`src/rtl/spi_reg_target.sv`:
```
// SPI mode-0 target that turns command/data frames into register-file strobes.
// Latency: pins are seen SYNC_STAGES+1 clk after they move; reg_re follows the last command bit by one cycle.
// Backpressure: none; the master paces everything, and clk must be at least 8x sclk so read data is loaded in time.
//
// Ports:
//   clk, rstn                 fabric clock, asynchronous active-low reset
//   spi_sclk/cs_n/mosi        asynchronous SPI pins from the board master
//   spi_miso, spi_miso_oe     serial read data and its output enable
//   reg_addr/wdata/we/re      register-file access strobes
//   reg_rdata                 read data, valid the cycle after reg_re
//   busy                      synchronized chip select, active high
module spi_reg_target #(
  parameter int REG_WIDTH   = 8,
  parameter int ADDR_WIDTH  = 7,
  parameter int SYNC_STAGES = 2
) (
  input  logic                  clk,
  input  logic                  rstn,
  input  logic                  spi_sclk,
  input  logic                  spi_cs_n,
  input  logic                  spi_mosi,
  output logic                  spi_miso,
  output logic                  spi_miso_oe,
  output logic [ADDR_WIDTH-1:0] reg_addr,
  output logic [REG_WIDTH-1:0]  reg_wdata,
  output logic                  reg_we,
  output logic                  reg_re,
  input  logic [REG_WIDTH-1:0]  reg_rdata,
  output logic                  busy
);

  localparam int CMD_BITS = ADDR_WIDTH + 1;
  localparam int MAX_BITS = (CMD_BITS > REG_WIDTH) ? CMD_BITS : REG_WIDTH;
  localparam int CW       = $clog2(MAX_BITS + 1);
  localparam logic [CW-1:0] CMD_LAST = CW'(CMD_BITS - 1);
  localparam logic [CW-1:0] DAT_LAST = CW'(REG_WIDTH - 1);

  typedef enum logic [1:0] {S_IDLE, S_CMD, S_WDATA, S_RDATA} state_t;

  // Pin synchronizers
  logic [SYNC_STAGES-1:0] r_sclk_sync;
  logic [SYNC_STAGES-1:0] r_cs_sync;
  logic [SYNC_STAGES-1:0] r_mosi_sync;
  logic                   r_sclk_d;
  logic                   r_cs_d;

  logic w_sclk;
  logic w_cs;
  logic w_mosi;
  logic w_rise;
  logic w_fall;
  logic w_cs_fall;

  // Datapath / control state
  state_t                r_state;
  logic [CW-1:0]         r_cnt;
  logic [ADDR_WIDTH-1:0] r_cmd_sr;
  logic [REG_WIDTH-2:0]  r_wsr;
  logic [REG_WIDTH-1:0]  r_tx;
  logic                  r_ld_pend;
  logic                  r_oe;
  logic [ADDR_WIDTH-1:0] r_addr;
  logic [REG_WIDTH-1:0]  r_wdata;
  logic                  r_we;
  logic                  r_re;
  logic                  r_busy;

  logic [CMD_BITS-1:0]   w_cmd_next;
  logic [REG_WIDTH-1:0]  w_wdat_next;

  always_ff @(posedge clk or negedge rstn) begin
    if (!rstn) begin
      r_sclk_sync <= '0;
      r_cs_sync   <= '0;
      r_mosi_sync <= '0;
      r_sclk_d    <= 1'b0;
      r_cs_d      <= 1'b0;
    end else begin
      r_sclk_sync <= {r_sclk_sync[SYNC_STAGES-2:0], spi_sclk};
      r_cs_sync   <= {r_cs_sync[SYNC_STAGES-2:0], spi_cs_n};
      r_mosi_sync <= {r_mosi_sync[SYNC_STAGES-2:0], spi_mosi};
      r_sclk_d    <= w_sclk;
      r_cs_d      <= w_cs;
    end
  end

  assign w_sclk = r_sclk_sync[SYNC_STAGES-1];
  assign w_cs   = r_cs_sync[SYNC_STAGES-1];
  assign w_mosi = r_mosi_sync[SYNC_STAGES-1];
  assign w_rise = w_sclk & ~r_sclk_d;
  assign w_fall = ~w_sclk & r_sclk_d;
  // The cs delay flop resets low, so a select already low at reset release
  // never looks like a falling edge: a fresh high->low is required.
  assign w_cs_fall = r_cs_d & ~w_cs;

  assign w_cmd_next  = {r_cmd_sr, w_mosi};
  assign w_wdat_next = {r_wsr, w_mosi};

  always_ff @(posedge clk or negedge rstn) begin
    if (!rstn) begin
      r_state   <= S_IDLE;
      r_cnt     <= '0;
      r_cmd_sr  <= '0;
      r_wsr     <= '0;
      r_tx      <= '0;
      r_ld_pend <= 1'b0;
      r_oe      <= 1'b0;
      r_addr    <= '0;
      r_wdata   <= '0;
      r_we      <= 1'b0;
      r_re      <= 1'b0;
      r_busy    <= 1'b0;
    end else begin
      r_we      <= 1'b0;
      r_re      <= 1'b0;
      r_busy    <= ~w_cs;
      // Read data arrives the cycle after reg_re; load it one cycle later.
      r_ld_pend <= r_re;
      // Post-write address advance, one cycle after the strobe.
      if (r_we) begin
        r_addr <= r_addr + ADDR_WIDTH'(1);
      end

      if (w_cs) begin
        // Deselect wins over any coincident sclk edge; partial frames vanish.
        r_state   <= S_IDLE;
        r_cnt     <= '0;
        r_tx      <= '0;
        r_oe      <= 1'b0;
        r_ld_pend <= 1'b0;
      end else begin
        case (r_state)
          S_IDLE: begin
            if (w_cs_fall) begin
              r_state <= S_CMD;
              r_cnt   <= '0;
            end
          end

          S_CMD: begin
            if (w_rise) begin
              r_cmd_sr <= w_cmd_next[ADDR_WIDTH-1:0];
              if (r_cnt == CMD_LAST) begin
                r_cnt  <= '0;
                r_addr <= w_cmd_next[ADDR_WIDTH-1:0];
                if (w_cmd_next[ADDR_WIDTH]) begin
                  r_state <= S_WDATA;
                end else begin
                  r_re    <= 1'b1;
                  r_state <= S_RDATA;
                end
              end else begin
                r_cnt <= r_cnt + CW'(1);
              end
            end
          end

          S_WDATA: begin
            if (w_rise) begin
              r_wsr <= w_wdat_next[REG_WIDTH-2:0];
              if (r_cnt == DAT_LAST) begin
                r_cnt   <= '0;
                r_wdata <= w_wdat_next;
                r_we    <= 1'b1;
              end else begin
                r_cnt <= r_cnt + CW'(1);
              end
            end
          end

          S_RDATA: begin
            if (r_ld_pend) begin
              r_tx <= reg_rdata;
              r_oe <= 1'b1;
            end else if (w_fall && (r_cnt != '0)) begin
              // The fall that precedes a frame's first rise only presents
              // the freshly loaded MSB, so it must not shift.
              r_tx <= {r_tx[REG_WIDTH-2:0], 1'b0};
            end
            if (w_rise) begin
              if (r_cnt == DAT_LAST) begin
                r_cnt  <= '0;
                r_addr <= r_addr + ADDR_WIDTH'(1);
                r_re   <= 1'b1;
              end else begin
                r_cnt <= r_cnt + CW'(1);
              end
            end
          end

          default: r_state <= S_IDLE;
        endcase
      end
    end
  end

  assign spi_miso    = r_tx[REG_WIDTH-1];
  assign spi_miso_oe = r_oe;
  assign reg_addr    = r_addr;
  assign reg_wdata   = r_wdata;
  assign reg_we      = r_we;
  assign reg_re      = r_re;
  assign busy        = r_busy;

endmodule

```
`config.mk`:
```
export PLATFORM = sky130hd
export DESIGN_NAME = spi_reg_target
export DESIGN_NICKNAME = d
export VERILOG_FILES = /design/src/rtl/spi_reg_target.sv
export SDC_FILE = /design/constraint.sdc
export NUM_CORES = 1
export LEC_CHECK = 0
export CORE_UTILIZATION = 50
export CTS_BUF_LIST = sky130_fd_sc_hd__clkbuf_16
export DETAILED_ROUTE_END_ITERATION = 7
export GPL_TIMING_DRIVEN = 0
export PLACE_DENSITY = 0.73
export SYNTH_ARGS = -nofsm -noshare
export SYNTH_HDL_FRONTEND = slang
export SYNTH_SLANG_ARGS = --single-unit
export TNS_END_PERCENT = 50
```
`constraint.sdc`:
```
create_clock -name clk -period 2.7 [get_ports clk]
set_clock_uncertainty 0.05 [all_clocks]
set_input_delay 0.81 -clock clk [delete_from_list [all_inputs] [get_ports clk]]
set_output_delay 0.81 -clock clk [all_outputs]
set_load 0.01 [all_outputs]
```
==> results of run 1 <==
==> layout by cell type, fill, tap and decap left out, types with 3 or more instances in the layout <==
cell and n:
dfrtp_1 56, clkdlybuf4s50_1 31, mux2_2 30, nand2_1 13
mux2i_1 12, nor2_1 11, o21ai_0 10, inv_1 9
a21oi_1 8, nand3_1 5, xnor2_1 5, clkbuf_16 5
clkbuf_1 4, nor3_1 4, nand4_1 4, nor2b_1 3
and3_1 3, nand2b_1 3, ha_1 3
==> per-layer routing <==
metal	share of wire	global-route usage
met5	0	0
met3	0.035	0.0453
met2	0.49	0.319
met1	0.47	0.243
met4	0.014	0.0641
==> worst paths after layout <==
path | from | to
setup / recovery | reg_we$_DFF_PN0_ | reg_we
hold / removal | r_cs_sync[0]$_DFF_PN0_ | r_cs_sync[1]$_DFF_PN0_
setup reg to reg | r_cnt[0]$_DFFE_PN0P_ | reg_wdata[2]$_DFFE_PN0P_
hold reg to reg | r_cs_sync[0]$_DFF_PN0_ | r_cs_sync[1]$_DFF_PN0_
max in group asynchronous | rstn | r_state[1]$_DFFE_PN0P_
min in group asynchronous | rstn | reg_addr[1]$_DFF_PN0_
==> power groups by stage <==
stage	Combinational (mW)	Clock, mW	Sequential (mW)
floorplan	0.0690	0	0.899
global placement	0.129	0	0.902
detailed placement	0.134	0	0.903
CTS	0.134	0.653	0.887
global route	0.145	0.677	0.889
finish	0.132	0.636	0.887
==> state kept, by name (all words and copies together), names as in the netlist, 2 cells and up <==
signal	count
r_tx	8
r_mosi_sync	2
r_sclk_sync	2
r_cmd_sr	7
reg_wdata	8
r_state	2
reg_addr	7
r_cnt	4
r_cs_sync	2
r_wsr	7
==> cell type report <==
type | count | area [sq um]
clock buffers | 5 | 125
multi-input cells | 143 | 1100
fillers | 406 | 1710
repair buffers | 33 | 335
plain buffers | 8 | 42.5
well taps | 67 | 83.8
flip-flops and latches | 56 | 1400
inverters | 8 | 30.0
clock inverters | 3 | 20.0
==> per-stage QoR <==
step	area, sq um	worst slack (ps)	TNS (ps)	util
after floorplan	2580	723	0	-
after global placement	2980	-911	-50790	0.615
after detailed placement	3000	488	0	0.618
after CTS	3140	459	0	0.648
after global routing	3140	337	0	0.648
final	3140	480	0	0.648
==> cell families after synthesis <==
| kind of cell | share of synthesized area |
|---|---|
| fa+ha+maj | 0.0146 |
| compound gates | 0.0786 |
| mux | 0.178 |
| xor+xnor | 0.0170 |
| simple gates | 0.140 |
| flops | 0.544 |
| buf+inv | 0.0282 |
==> results.md, run 1 <==
- Status: complete, no violations
- Largest net degree at the start of global routing: 38
- Final antenna diode count: 0
- # setup viols final: 0
- Cell count after synthesis: 215
- RSZ-0062 raised after global routing: no
- Net load switching power: between 0.3 and 0.4 mW
- Post-synthesis sequential area ratio: 0.544
- GPL Wtd Cong: 0.842
- Pwr/cell area: between 500 and 600 mW/mm^2
- CP max-delay cell: clkdlybuf4s50_1
- Internal power: about 1.3 mW
- Layout cell share with drive strength beyond 1: 0.195
- Relative slew slack: 0.561
- Post-synth EDFFs: 0
- Worst R2R Setup Slack: ~480 ps
- I/O pin count: 33
- Port Buf Inserts: 32
- Mapped Area: between 0.002 and 0.003 sq mm
- CP Cell Sequence: clkdlybuf4s50_1
- Synth-to-Final Area Change: 21.9%
- DIE AREA: about 0.0054 sq mm
- Drt via density: between 5 and 6
- Worst skew pair latency: 290 ps
- Number of global-route vias before repair: around 1,700
- Combinational cell fraction of total power: 0.080
- Worst Max-Slew Pin Slew: ~660 ps
- CTS Sinks: 56
- Initial Util: 0.532
- DRC: 0
- # rows: 25
- Arr. time, crit path: roughly 1400 ps
- Gr ovfl total: 0
- TritonCTS Buffers: 5
- CP bufs+invs: 1
- Drt first-iter violations: approximately 80
- #FFs+latches synth: 56
- Worst Setup End Kind: output port
- Non-filler cells, final: 323
- Cts repair resizes: 0
- Hold slack: approximately 300 ps
- Area contributors post-synth: dfrtp_1 (54%), mux2_2 (13%), mux2i_1 (4.7%)
- Depth of the worst hold-timing path: 0
- Setup Fix Bufs, Post-CTS: 0
- Syn. warnings: 0
- CORE AREA: 0.00485 sq mm
- Initial antenna violation count: 0
- DP HPWL: 3.33 mm
- Library cells used by synthesis: 44
- Instance count on the critical path: 1
- Ys flop type: dfrtp_1
- Die Y: between 70 and 80 um
- Drt wl/cell: about 15 um
- Switching Share: 0.231
- TritonRoute pass-1 iters: 4
- Hold-fix buffers, CTS: 0
- Top post-synthesis cells by count: dfrtp_1 (56), mux2_2 (30), nand2_1 (13)
- Worst EP required: 1840 ps
- Routed WL: around 4.7 mm
- First-pass GRT wire length: 7.77 mm
- CP startpoint kind: flop
- Ys async rst share: 1.00
- Top delay family on crit path: buffers and inverters
- Top-count cell post-synth: dfrtp_1
- Yosys top cell by area: dfrtp_1
- CTS tree: done
- Syn avg cell area: 12.0 sq um
- Hold Crit Class: flop to flop
- Leakage: between 1 and 1.5 nW
- Crit Path Class: flop to output port
- Gr usage total: 0.191
- Worst-path fanout max: 8
- CTS H-tree lvls: 2
- Final slew viol count: 0
- VDD IR-drop max: ~400 uV
- Mapped Nets: between 200 and 250
- Final period utilization: 0.822
- Pwr Total: around 1.7 mW
- DP Cell Count: about 320
- Root Driver: clkbuf_16
- Final min period: 2220 ps
- Register share of total power: 0.536
- Depth of the most critical reg-to-reg path: 4
- Highest clock rate: around 0.45 GHz
- Hold Vio Cnt, Final: 0
- Crit path largest cell delay: between 500 and 600 ps
- Routed via count: 1,803
- Yosys top cell area share: 0.544
- Reg clk slew, reported paths: around 70 ps
- Maximum clock insertion buffer count: 2
- Die X: ~74 um
- Maximum capacitance violations: 0
- Clock share of power: 0.384
- Antenna Nets Post-Route: 0
- Final #Nets: between 200 and 300
Power figures use the tool's default switching activity.
==> inputs of run 2 (changes only) <==
==> constraint.sdc (replaced) <==
create_clock -name clk -period 2.2 [get_ports clk]
set_clock_uncertainty 0.05 [all_clocks]
set_input_delay 0.66 -clock clk [delete_from_list [all_inputs] [get_ports clk]]
set_output_delay 0.66 -clock clk [all_outputs]
set_load 0.01 [all_outputs]
==> run 2 against run 1 <==
Non-clock buffer count grew 3. Sequential share of layout area shrank 0.32 points. Setup slack worse by 380 ps. Final area increased by 0.72%. Global-route usage up 0.15 points. Critical path depth is 5 higher. Critical path type is now flop to flop. Largest cell class unchanged.
==> results.md, run 2 (synthesis results as in run 1) <==
- CP max-delay cell: dfrtp_1
- DIE AREA: roughly 0.0054 sq mm
- Pwr/cell area: about 640 mW/mm^2
- Hold Crit Class: primary input to asynchronous set/reset pin
- Die Y: between 70 and 80 um
- Port Buf Inserts: 32
- Final setup margin: approximately 100 ps
- Worst-path fanout max: 8
- Final min period: about 2100 ps
- I/O pin count: 33
- Routed via count: 1,812
- Number of global-route vias before repair: around 1,700
- Drt via density: roughly 5.6
- Arr. time, crit path: 2230 ps
- Routed WL: ~4.8 mm
- Maximum capacitance violations: 0
- DP HPWL: 3.33 mm
- Final period utilization: 0.954
- GPL Wtd Cong: approximately 0.84
- # setup viols final: 0
- Worst EP required: approximately 2300 ps
- Leakage: roughly 1.4 nW
- Reg clk slew, reported paths: ~70 ps
- Commonest cells after routing, fill and taps aside: dfrtp_1 (56), clkdlybuf4s50_1 (31), mux2_2 (30)
- Maximum clock insertion buffer count: 2
- Crit path largest cell delay: slightly above 400 ps
- CORE AREA: 0.00485 sq mm
- Initial antenna violation count: 0
- Drt wl/cell: between 10 and 15 um
- Worst Setup End Kind: flop
- TritonRoute pass-1 iters: 4
- CTS tree: done
- Die X: ~74 um
- Pwr Total: slightly above 2 mW
- Drt first-iter violations: 107
- CTS Sinks: between 50 and 60
- Gr ovfl total: 0
- Final slew viol count: 0
- Finished Core Util: 0.653
- Status: complete, no violations
- Crit Path Class: flop to flop
- CP Cell Sequence: inv_1 > ha_1 > or3b_1 > a31o_2 > a31oi_4 > mux2_2
- RSZ-0062 raised after global routing: yes
- First-pass GRT wire length: between 7 and 8 mm
- Relative slew slack: 0.565
- TritonCTS Buffers: 5
- Layout cell share with drive strength beyond 1: 0.205
- Final antenna diode count: 0
- Root Driver: clkbuf_16
- Worst Max-Slew Pin Slew: 651 ps
- Synth-to-Final Area Change: 22.8%
- Final #Nets: around 270
- Worst skew pair latency: 290 ps
- Initial Util: 0.532
- Most common cell after layout, fill and taps aside: dfrtp_1
- Gr usage total: 0.192
- Hold slack: 267 ps
- Largest net degree at the start of global routing: 38
- CP startpoint kind: flop
- DRC: 0
- Highest clock rate: between 0.4 and 0.5 GHz
- DP Worst Slack: -12.2 ps
- VDD IR-drop max: ~480 uV
- # rows: 25
- Antenna Nets Post-Route: 0
- Hold Vio Cnt, Final: 0
- CTS H-tree lvls: 2
-- run 2: cell types whose count changed in the layout (fill, tap and decap cells not counted), sizes merged --
cell  delta
buf      +3
-- run 2: final cells by class --
| cell class | instances | area, sq um |
|---|---|---|
| fillers | 405 | 1680 |
| well taps | 67 | 83.8 |
| inverters | 8 | 30.0 |
| clock inverters | 3 | 20.0 |
| flip-flops and latches | 56 | 1400 |
| plain buffers | 8 | 42.5 |
| multi-input cells | 143 | 1100 |
| clock buffers | 5 | 125 |
| repair buffers | 36 | 358 |
-- run 2: power by group --
group,internal (mW),switching [mW],total [mW]
sequential,1.06,0.0248,1.09
clock,0.420,0.361,0.781
combinational,0.0785,0.0843,0.163
total,1.56,0.470,2.03
-- run 2: through the flow --
stage | cells | cell area [sq um] | TNS, ps
floorplan | 215 | 2580 | 0
global placement | 314 | 2980 | -70390
detailed placement | 315 | 3000 | -78.7
CTS | 325 | 3160 | 0
global route | 326 | 3160 | -3.81
finish | 326 | 3160 | 0
-- run 2: what timing repair did --
| item | in CTS | in global routing |
|---|---|---|
| endpoints found under the setup margin | 8 | 8 |
| resized for setup | 0 | 0 |
| hold buffers | 0 | 0 |
| pin swaps | 1 | 1 |
| cloned | 0 | 0 |
| setup buffers | 2 | 1 |
-- run 2: path summary, 6_finish.rpt --
kind,depth (start not counted),endpoint,startpoint,slack (ps)
worst max-delay path,6,r_tx[3]$_DFFE_PN0P_,r_cnt[1]$_DFFE_PN0P_,100
worst min register to register,0,r_cs_sync[1]$_DFF_PN0_,r_cs_sync[0]$_DFF_PN0_,300
max in group asynchronous,2,r_cmd_sr[6]$_DFFE_PN0P_,rstn,1290
min in group clk,0,r_cs_sync[1]$_DFF_PN0_,r_cs_sync[0]$_DFF_PN0_,300
worst min-delay path,1,r_cnt[3]$_DFFE_PN0P_,rstn,270
worst max register to register,6,r_tx[3]$_DFFE_PN0P_,r_cnt[1]$_DFFE_PN0P_,100
-- run 2: routing by layer --
metal  up-vias  wire, um  GRT usage
met5         -         0          0
met4         0        67     0.0641
met1       912      2200      0.247
li1        862         -          -
met2        32      2350      0.319
met3         6       174     0.0453
-- run 2: worst max-delay path: cells and delay by family, from the launching register on --
kind	cells	cell delay (ps)
compound gates	2	580
fa+ha+maj	1	130
buf+inv	1	70
flops	1	410
mux	1	380
simple gates	1	360
